[src/rtl/uart_pkg.sv]
// ---------------------------------------------------------------------------
// uart_pkg
//   Definitions shared by the UART receiver and transmitter.
//   - uart_state_e : the four frame-level states (idle, start, data, stop)
//   - OVERSAMPLE   : s_tick pulses per bit period
//   - MID_TICK     : tick index at the centre of the start bit
// ---------------------------------------------------------------------------
package uart_pkg;

  localparam int unsigned OVERSAMPLE = 16;
  localparam int unsigned MID_TICK   = 7;

  typedef enum logic [1:0] {
    ST_IDLE  = 2'd0,
    ST_START = 2'd1,
    ST_DATA  = 2'd2,
    ST_STOP  = 2'd3
  } uart_state_e;

endpackage : uart_pkg

[src/rtl/uart_rx_sync.sv]
// ---------------------------------------------------------------------------
// uart_rx_sync
//   Two-flop synchronizer for the asynchronous serial line. Both flops reset
//   to 1 so that an idle (high) line is seen during and after reset, and no
//   false start edge is produced when reset is released.
//
//   Ports
//     clk   : in  - system clock, rising edge
//     reset : in  - synchronous, active-low
//     rx    : in  - raw asynchronous serial line
//     rx_s  : out - synchronized line, lags rx by 2 clk
// ---------------------------------------------------------------------------
module uart_rx_sync (
  input  logic clk,
  input  logic reset,
  input  logic rx,
  output logic rx_s
);

  logic meta_q, meta_d;
  logic sync_q, sync_d;

  always_comb begin
    meta_d = rx;
    sync_d = meta_q;
  end

  always_ff @(posedge clk) begin
    if (!reset) begin
      meta_q <= 1'b1;
      sync_q <= 1'b1;
    end else begin
      meta_q <= meta_d;
      sync_q <= sync_d;
    end
  end

  assign rx_s = sync_q;

endmodule : uart_rx_sync

[src/rtl/uart_rx.sv]
// ---------------------------------------------------------------------------
// uart_rx
//   16x-oversampling UART receiver with a holding register and status flags.
//   The start bit is confirmed at its centre (tick MID_TICK); each data bit is
//   then sampled one full bit period (OVERSAMPLE ticks) later, LSB first. The
//   stop bit is sampled SB_TICK ticks after the last data bit. Frames with a
//   low stop bit are reported via frame_err and discarded.
//
//   Parameters
//     DBIT    : data bits per frame (2..8)
//     SB_TICK : stop-bit length in s_tick periods (16, 24 or 32)
//
//   Ports
//     clk          : in  - system clock, rising edge
//     reset        : in  - synchronous, active-low
//     s_tick       : in  - one-clk enable at 16x baud
//     rx           : in  - asynchronous serial line, idle high
//     rd_uart      : in  - consumer acknowledge, clears rx_ready/overrun
//     dout         : out - last good frame
//     rx_ready     : out - dout holds an unread byte
//     rx_done_tick : out - one-clk pulse per completed frame (good or bad)
//     frame_err    : out - last completed frame had a low stop bit
//     overrun      : out - sticky: good frame landed on an unread byte
// ---------------------------------------------------------------------------
module uart_rx
  import uart_pkg::*;
#(
  parameter int DBIT    = 8,
  parameter int SB_TICK = 16
) (
  input  logic            clk,
  input  logic            reset,
  input  logic            s_tick,
  input  logic            rx,
  input  logic            rd_uart,
  output logic [DBIT-1:0] dout,
  output logic            rx_ready,
  output logic            rx_done_tick,
  output logic            frame_err,
  output logic            overrun
);

  localparam logic [4:0] MID_LAST  = 5'(MID_TICK);
  localparam logic [4:0] BIT_LAST  = 5'(OVERSAMPLE - 1);
  localparam logic [4:0] STOP_LAST = 5'(SB_TICK - 1);
  localparam logic [2:0] N_LAST    = 3'(DBIT - 1);

  logic rx_s;

  uart_rx_sync u_sync (
    .clk   (clk),
    .reset (reset),
    .rx    (rx),
    .rx_s  (rx_s)
  );

  uart_state_e     state_q, state_d;
  logic [4:0]      s_q, s_d;
  logic [2:0]      n_q, n_d;
  logic [DBIT-1:0] b_q, b_d;
  logic [DBIT-1:0] dout_q, dout_d;
  logic            rx_ready_q, rx_ready_d;
  logic            done_q, done_d;
  logic            frame_err_q, frame_err_d;
  logic            overrun_q, overrun_d;

  always_comb begin
    state_d     = state_q;
    s_d         = s_q;
    n_d         = n_q;
    b_d         = b_q;
    dout_d      = dout_q;
    done_d      = 1'b0;
    frame_err_d = frame_err_q;
    // A read clears both flags; a good completion below may re-set rx_ready.
    rx_ready_d  = rx_ready_q & ~rd_uart;
    overrun_d   = overrun_q & ~rd_uart;

    unique case (state_q)
      ST_IDLE: begin
        // Start edge is taken immediately, not on a tick, so the first
        // clk of idle after a stop bit can already begin the next frame.
        if (!rx_s) begin
          s_d     = '0;
          state_d = ST_START;
        end
      end

      ST_START: begin
        if (s_tick) begin
          if (s_q == MID_LAST) begin
            if (!rx_s) begin
              s_d     = '0;
              n_d     = '0;
              state_d = ST_DATA;
            end else begin
              // Line back high at mid start bit: treat as a glitch.
              state_d = ST_IDLE;
            end
          end else begin
            s_d = s_q + 5'd1;
          end
        end
      end

      ST_DATA: begin
        if (s_tick) begin
          if (s_q == BIT_LAST) begin
            s_d = '0;
            b_d = {rx_s, b_q[DBIT-1:1]};
            if (n_q == N_LAST) begin
              state_d = ST_STOP;
            end else begin
              n_d = n_q + 3'd1;
            end
          end else begin
            s_d = s_q + 5'd1;
          end
        end
      end

      ST_STOP: begin
        if (s_tick) begin
          if (s_q == STOP_LAST) begin
            state_d     = ST_IDLE;
            done_d      = 1'b1;
            frame_err_d = ~rx_s;
            if (rx_s) begin
              dout_d     = b_q;
              rx_ready_d = 1'b1;
              // Overwriting an unread byte is an overrun unless the consumer
              // is reading it in this very clk.
              overrun_d  = (overrun_q | rx_ready_q) & ~rd_uart;
            end
          end else begin
            s_d = s_q + 5'd1;
          end
        end
      end

      default: state_d = ST_IDLE;
    endcase
  end

  always_ff @(posedge clk) begin
    if (!reset) begin
      state_q     <= ST_IDLE;
      s_q         <= '0;
      n_q         <= '0;
      b_q         <= '0;
      dout_q      <= '0;
      rx_ready_q  <= 1'b0;
      done_q      <= 1'b0;
      frame_err_q <= 1'b0;
      overrun_q   <= 1'b0;
    end else begin
      state_q     <= state_d;
      s_q         <= s_d;
      n_q         <= n_d;
      b_q         <= b_d;
      dout_q      <= dout_d;
      rx_ready_q  <= rx_ready_d;
      done_q      <= done_d;
      frame_err_q <= frame_err_d;
      overrun_q   <= overrun_d;
    end
  end

  assign dout         = dout_q;
  assign rx_ready     = rx_ready_q;
  assign rx_done_tick = done_q;
  assign frame_err    = frame_err_q;
  assign overrun      = overrun_q;

endmodule : uart_rx

[config.mk]
export PLATFORM = sky130hd
export DESIGN_NAME = uart_rx
export DESIGN_NICKNAME = d
export VERILOG_FILES = /design/src/rtl/uart_pkg.sv /design/src/rtl/uart_rx_sync.sv /design/src/rtl/uart_rx.sv
export SDC_FILE = /design/constraint.sdc
export NUM_CORES = 1
export LEC_CHECK = 0
export BUFFER_PORTS_ARGS = -buffer_cell sky130_fd_sc_hd__buf_2
export CORE_ASPECT_RATIO = 0.7
export CORE_UTILIZATION = 45
export DETAILED_ROUTE_END_ITERATION = 8
export GPL_TIMING_DRIVEN = 0
export PLACE_DENSITY = 0.7
export SYNTH_ARGS = -nofsm -noshare
export SYNTH_HDL_FRONTEND = slang
export SYNTH_SLANG_ARGS = --single-unit
export TNS_END_PERCENT = 5
[constraint.sdc]
create_clock -name clk -period 2.35 [get_ports clk]
set_input_delay 0.47 -clock clk [delete_from_list [all_inputs] [get_ports clk]]
set_output_delay 0.47 -clock clk [all_outputs]
set_load 0.03 [all_outputs]
==> reports/qor.yml, run 1 <==
relSlewSlack: 0.6745
regArea_um2: 640.6
ys_ff_latch: 32
grt_start_max_net_pins: 11
post_cts.resized_instances: 0
postLayoutCoreUtil: 0.5425
p_leak_uw: 0.0007785
grt_first_pass_wirelength_mm: 5.244
final_max_slew_viol_count: 0
leading_cell_types_in_the_layout_fill_and_taps_excluded: "sky130_fd_sc_hd__dfxtp_1, sky130_fd_sc_hd__nand2_1, sky130_fd_sc_hd__buf_2"
synth_seq_area_share: 0.4306
gr-total-overflow: 0
worst_margin_pin_slew_ns: 0.4817
clk-insertion-delay-late_ns: 0.28
crit_path_start: "s_q[0]"
maximum_clock_frequency_mhz: 483.2
final_layout_size_suffix_gt1_frac: 0.2033
mappedNetlistNets: 168
detail_route.wirelength_mm: 3.115
swShare: 0.2190
ant_nets: 0
min_period_over_period: 0.8807
total_of_warnings_raised_by_yosys: 0
power_frac_comb: 0.047
antenna-diode-count: 0
core_area_um2: 3148
portBuffers: 16
min_path_type: "input port to flip-flop"
r2r_start: "s_q[0]"
groute.usage.overall: 0.1929
finalHoldViolCount: 0
detail_route.drc_violations: 2
worst-endpoint-required_ns: 2.53
netSwitchingPower_uw: 224.2
synth_edf_count: 0
crit_path_end_kind: "flip-flop"
p_int_uw: 799.5
die-height_um: 50.11
multiInputGateArea_um2: 769.5
final_common_cell: "sky130_fd_sc_hd__dfxtp_1"
first_global_vias: 1203
critPathArrivalTime_ns: 2.24
initialDrtViolationCount: 65
vias_per_cell: 5.500
detail_route.wl_per_cell_um: 14.16
fp.dieW_um: 70.72
cts_made_buffers: 5
syn-instance-count: 158
setup_viol_count_final: 0
finalWorstPathRequiredPeriod_ns: 2.070
crit_fanout: 9
cts-hold-fix-buffers: 0
post_synth_instance_area_um2: 1488
power.clock.fraction: 0.416
final_instance_area_um2: 1708
fill_cells: 288
cts-root-buf: "sky130_fd_sc_hd__clkbuf_8"
syn_to_layout_area_delta_pct: 14.80
grt_setup_unrepaired: "no"
cts_tree: "yes"
cts_setup_buffers: 0
dr.pass1.iters: 6
cts_max_path_buffers: 2
vdd_drop_max_uv: 304.0
fin_tns_setup_ns: 0
final_nets: 191
placed_area_um2: 1615
worst_setup_hold_path_clk_slew_ns: 0.07
fin_worst_skew_ns: 0.004971
h_tree_depth_reported_by_cts: 2
p_per_area_nw_per_um2: 599.4
routed-via-count: 1210
min_from: "rd_uart"
globalplace.congestion: 0.8771
initial_core_util: 0.4726
synth_async_sr_flop_share: 0
placementRows: 17
antenna_found_initial: 0
failed_checks: "design-rule violations"
outcome: "finished, violations left"
synth_cell_type_count: 42
die_area_um2: 3543
design.portCount: 17
p_seq_frac: 0.537
holdWs_ns: 0.3696
hpwlAfterDp_mm: 2.227
maxCapViolCount: 0
synth_area_per_cell_um2: 9.416
critical_path.startpoint_type: "flip-flop"
ys.flop_type: "sky130_fd_sc_hd__dfxtp_1"
clock-sinks: 32
timing.setup.critical_path_class: "flip-flop to flip-flop"
==> layer usage <==
layer / global-route usage / up-vias / share of wire
li1: - / 597 / -
met1: 0.2338 / 579 / 0.47
met2: 0.3141 / 32 / 0.47
met3: 0.05726 / 2 / 0.047
met4: 0.09333 / 0 / 0.0067
met5: 0 / - / 0
==> state kept, by name (all words and copies together), names as in the netlist, named ones only <==
register and cells:
frame_err 1, dout 8, state_q 1, overrun 1, u_sync.rx_s 1, s_q 5, n_q 3, rx_done_tick 1
b_q 8, rx_ready 1, u_sync.meta_q 1
==> through the flow <==
step | setup WS, ns | total power (uW) | std cells
floorplan | 0.4751 | 594.0 | 158
global placement | 0.3547 | 606.5 | 212
detailed placement | 0.2908 | 608.4 | 212
CTS | 0.2879 | 1032 | 220
global route | 0.1184 | 1064 | 220
finish | 0.2805 | 1024 | 220
==> path summary, 6_finish.rpt <==
kind / endpoint / slack [ns] / cells past startpoint
setup / recovery: dout[7] / 0.28 / 9
hold / removal: overrun / 0.37 / 2
setup reg to reg: dout[7] / 0.28 / 9
hold reg to reg: u_sync.rx_s / 0.42 / 1
==> cell type report <==
| type | instances | share of cell area |
|---|---|---|
| multi-input combinational | 111 | 0.4505 |
| sequential | 32 | 0.3751 |
| clock buffer | 6 | 0.04835 |
| timing repair buffer | 16 | 0.04689 |
| buffer | 10 | 0.03443 |
| tap | 38 | 0.02784 |
| inverter | 5 | 0.01099 |
| clock inverter | 2 | 0.005861 |
==> power by group through the flow <==
stage	Clock, uW	Sequential, uW	Combinational (uW)
2_1_floorplan	0	561	33.4
3_3_place_gp	0	562	44.9
3_5_place_dp	0	562	46.6
4_1_cts	435	550	47.3
5_1_grt	462	550	52.1
6_report	426	550	48.1
==> worst max-delay path: stages, from the launching register on <==
cell and delay (ns):
sky130_fd_sc_hd__dfxtp_1 0.33, sky130_fd_sc_hd__ha_1 0.24, sky130_fd_sc_hd__and3_1 0.21, sky130_fd_sc_hd__ha_1 0.18, sky130_fd_sc_hd__buf_4 0.16, sky130_fd_sc_hd__and3_1 0.23
sky130_fd_sc_hd__nand3_1 0.10, sky130_fd_sc_hd__buf_4 0.20, sky130_fd_sc_hd__mux2i_1 0.24, sky130_fd_sc_hd__nor2b_1 0.06
==> logic make-up after synthesis <==
family,share of synthesized area
AND/OR/NAND/NOR,0.2338
AO/OA/AOI/OAI,0.1598
multiplexers,0.08158
flip-flops,0.4306
adder cells (fa/ha/maj),0.04205
buffers and inverters,0.05214
==> cells in the mapped netlist (all sizes together), types with 2 or more instances <==
library cell / number / area share
nor2: 7 / 0.018
nand2: 26 / 0.066
ha: 5 / 0.042
nand2b: 3 / 0.013
a22o: 2 / 0.012
and3: 4 / 0.017
buf: 8 / 0.034
a211oi: 3 / 0.015
nor2b: 9 / 0.038
dfxtp: 32 / 0.43
clkbuf: 2 / 0.0050
mux2i: 11 / 0.074
inv: 5 / 0.013
o21ai: 3 / 0.010
a21boi: 10 / 0.050
nand3: 5 / 0.017
Note: power is estimated with default switching activity, not from simulation.
==> inputs of run 2 (changes only) <==
- CORE_UTILIZATION: 45 -> 56
- PLACE_DENSITY: 0.7 -> 0.83
==> run 2 against run 1 <==
- the flow now finishes without violations
- total power up 3.3%
- routed wire length decreased by 2.1%
- global-route usage is 4.9 points higher
- worst hold slack lost 0.015 ns
- first-iteration DRC count is 22% lower
==> reports/qor.yml, run 2 (synthesized netlist as in run 1, its figures left out) <==
outcome: "completed"
worstPathCellList: "ha_1, and3_1, ha_1, buf_4, and3_1, nand3_1, buf_4, mux2i_1, nor2_1"
critPathTopFamily: "simple AND/OR/NAND/NOR gates"
setup_viol_count_final: 0
initialDrtViolationCount: 51
cts-hold-fix-buffers: 0
detail_route.wirelength_mm: 3.051
worst_margin_pin_slew_ns: 0.4937
leading_cell_types_in_the_layout_fill_and_taps_excluded: "sky130_fd_sc_hd__dfxtp_1, sky130_fd_sc_hd__nand2_1, sky130_fd_sc_hd__buf_2"
antenna_found_initial: 0
worst_setup_hold_path_clk_slew_ns: 0.06
vias_per_cell: 5.614
cts_setup_buffers: 0
multiInputGateArea_um2: 769.5
portBuffers: 16
finalWorstPathRequiredPeriod_ns: 2.102
cp_slowest_cell: "sky130_fd_sc_hd__dfxtp_1"
cts_max_path_buffers: 2
p_per_area_nw_per_um2: 619.7
fin_worst_skew_ns: 0.005585
initial_core_util: 0.5960
worst-endpoint-required_ns: 2.52
vdd_drop_max_uv: 419.2
maxCapViolCount: 0
clk-insertion-delay-late_ns: 0.29
finalHoldViolCount: 0
antenna-diode-count: 0
relSlewSlack: 0.6664
min_period_over_period: 0.8943
worstRegToRegCells: 9
routed-via-count: 1207
timing.final.ws_setup_ns: 0.2484
fin_cells: 215
min_delay_path_depth: 2
regToRegSetupSlack_ns: 0.25
grt_setup_unrepaired: "no"
critical_path.startpoint_type: "flip-flop"
min_from: "rd_uart"
globalplace.congestion: 0.8849
worst_hold_path_ep: "overrun"
crit_fanout: 9
cts-root-buf: "sky130_fd_sc_hd__clkbuf_8"
crit-reg2reg-capture: "dout[0]"
critPathArrivalTime_ns: 2.27
dr.pass1.iters: 4
groute.usage.overall: 0.2415
regArea_um2: 640.6
die_area_um2: 2870
final_instance_area_um2: 1707
r2r_start: "s_q[0]"
syn_to_layout_area_delta_pct: 14.72
grt_first_pass_wirelength_mm: 5.133
grt_start_max_net_pins: 11
crit_path_end_kind: "flip-flop"
fp.dieW_um: 63.61
design.portCount: 17
place.detailed.instances: 208
final_max_slew_viol_count: 0
core_area_um2: 2496
maximum_clock_frequency_mhz: 475.8
fill_cells: 196
timing.setup.critical_path_class: "flip-flop to flip-flop"
cp_num_buf_inv: 2
placementRows: 15
die-height_um: 45.13
place_ws_ns: 0.2885
first_global_vias: 1142
gr-total-overflow: 0
placed_area_um2: 1610
min_path_type: "input port to flip-flop"
post_cts.resized_instances: 0
final_layout_size_suffix_gt1_frac: 0.1989
detail_route.drc_violations: 0
p_leak_uw: 0.0007778
cts_tree: "yes"
clock-sinks: 32
ant_nets: 0
detail_route.wl_per_cell_um: 14.19
cp_slowest_stage_delay_ns: 0.33
fin_tns_setup_ns: 0
final_nets: 191
h_tree_depth_reported_by_cts: 2
hpwlAfterDp_mm: 2.156
final_common_cell: "sky130_fd_sc_hd__dfxtp_1"
crit_path_start: "s_q[0]"
cts_made_buffers: 5
-- run 2: area by class of cell --
| cell class | count | share of cell area |
|---|---|---|
| plain buffers | 10 | 0.03446 |
| flip-flops and latches | 32 | 0.3754 |
| multi-input cells | 111 | 0.4509 |
| clock buffers | 7 | 0.05645 |
| inverters | 5 | 0.01100 |
| repair buffers | 16 | 0.04692 |
| well taps | 34 | 0.02493 |
-- run 2: how the worst max path moves through the flow --
| stage | end | slack (ns) | cells after the start |
|---|---|---|---|
| floorplan | s_q[3] | 0.48 | 8 |
| global placement | s_q[3] | 0.36 | 8 |
| detailed placement | s_q[3] | 0.29 | 8 |
| CTS | dout[0] | 0.25 | 9 |
| global route | s_q[3] | 0.10 | 8 |
| finish | dout[0] | 0.25 | 9 |
-- run 2: power by group --
part	total [uW]	internal, uW	switching [uW]
Combinational	47.1	20.1	27.0
Sequential	550	546	3.52
Clock	461	261	200
Total	1060	827	231
-- run 2: stage by stage --
stage	hold WS (ns)	power, uW	utilization
detailed placement	0.3958	607.6	0.6451
CTS	0.3516	1056	0.6837
global route	0.3608	1087	0.6837
floorplan	0.3863	594.0	-
finish	0.3545	1058	0.6837
global placement	0.3892	605.7	0.6451
-- run 2: metal layers --
metal | vias to the layer above | part of all wire | GRT usage | wire length (um)
li1 | 598 | - | - | -
met3 | 4 | 0.045 | 0.06566 | 138
met1 | 571 | 0.47 | 0.2908 | 1437
met4 | 0 | 0.012 | 0.1409 | 36
met2 | 34 | 0.47 | 0.3979 | 1439
met5 | - | 0 | 0 | 0
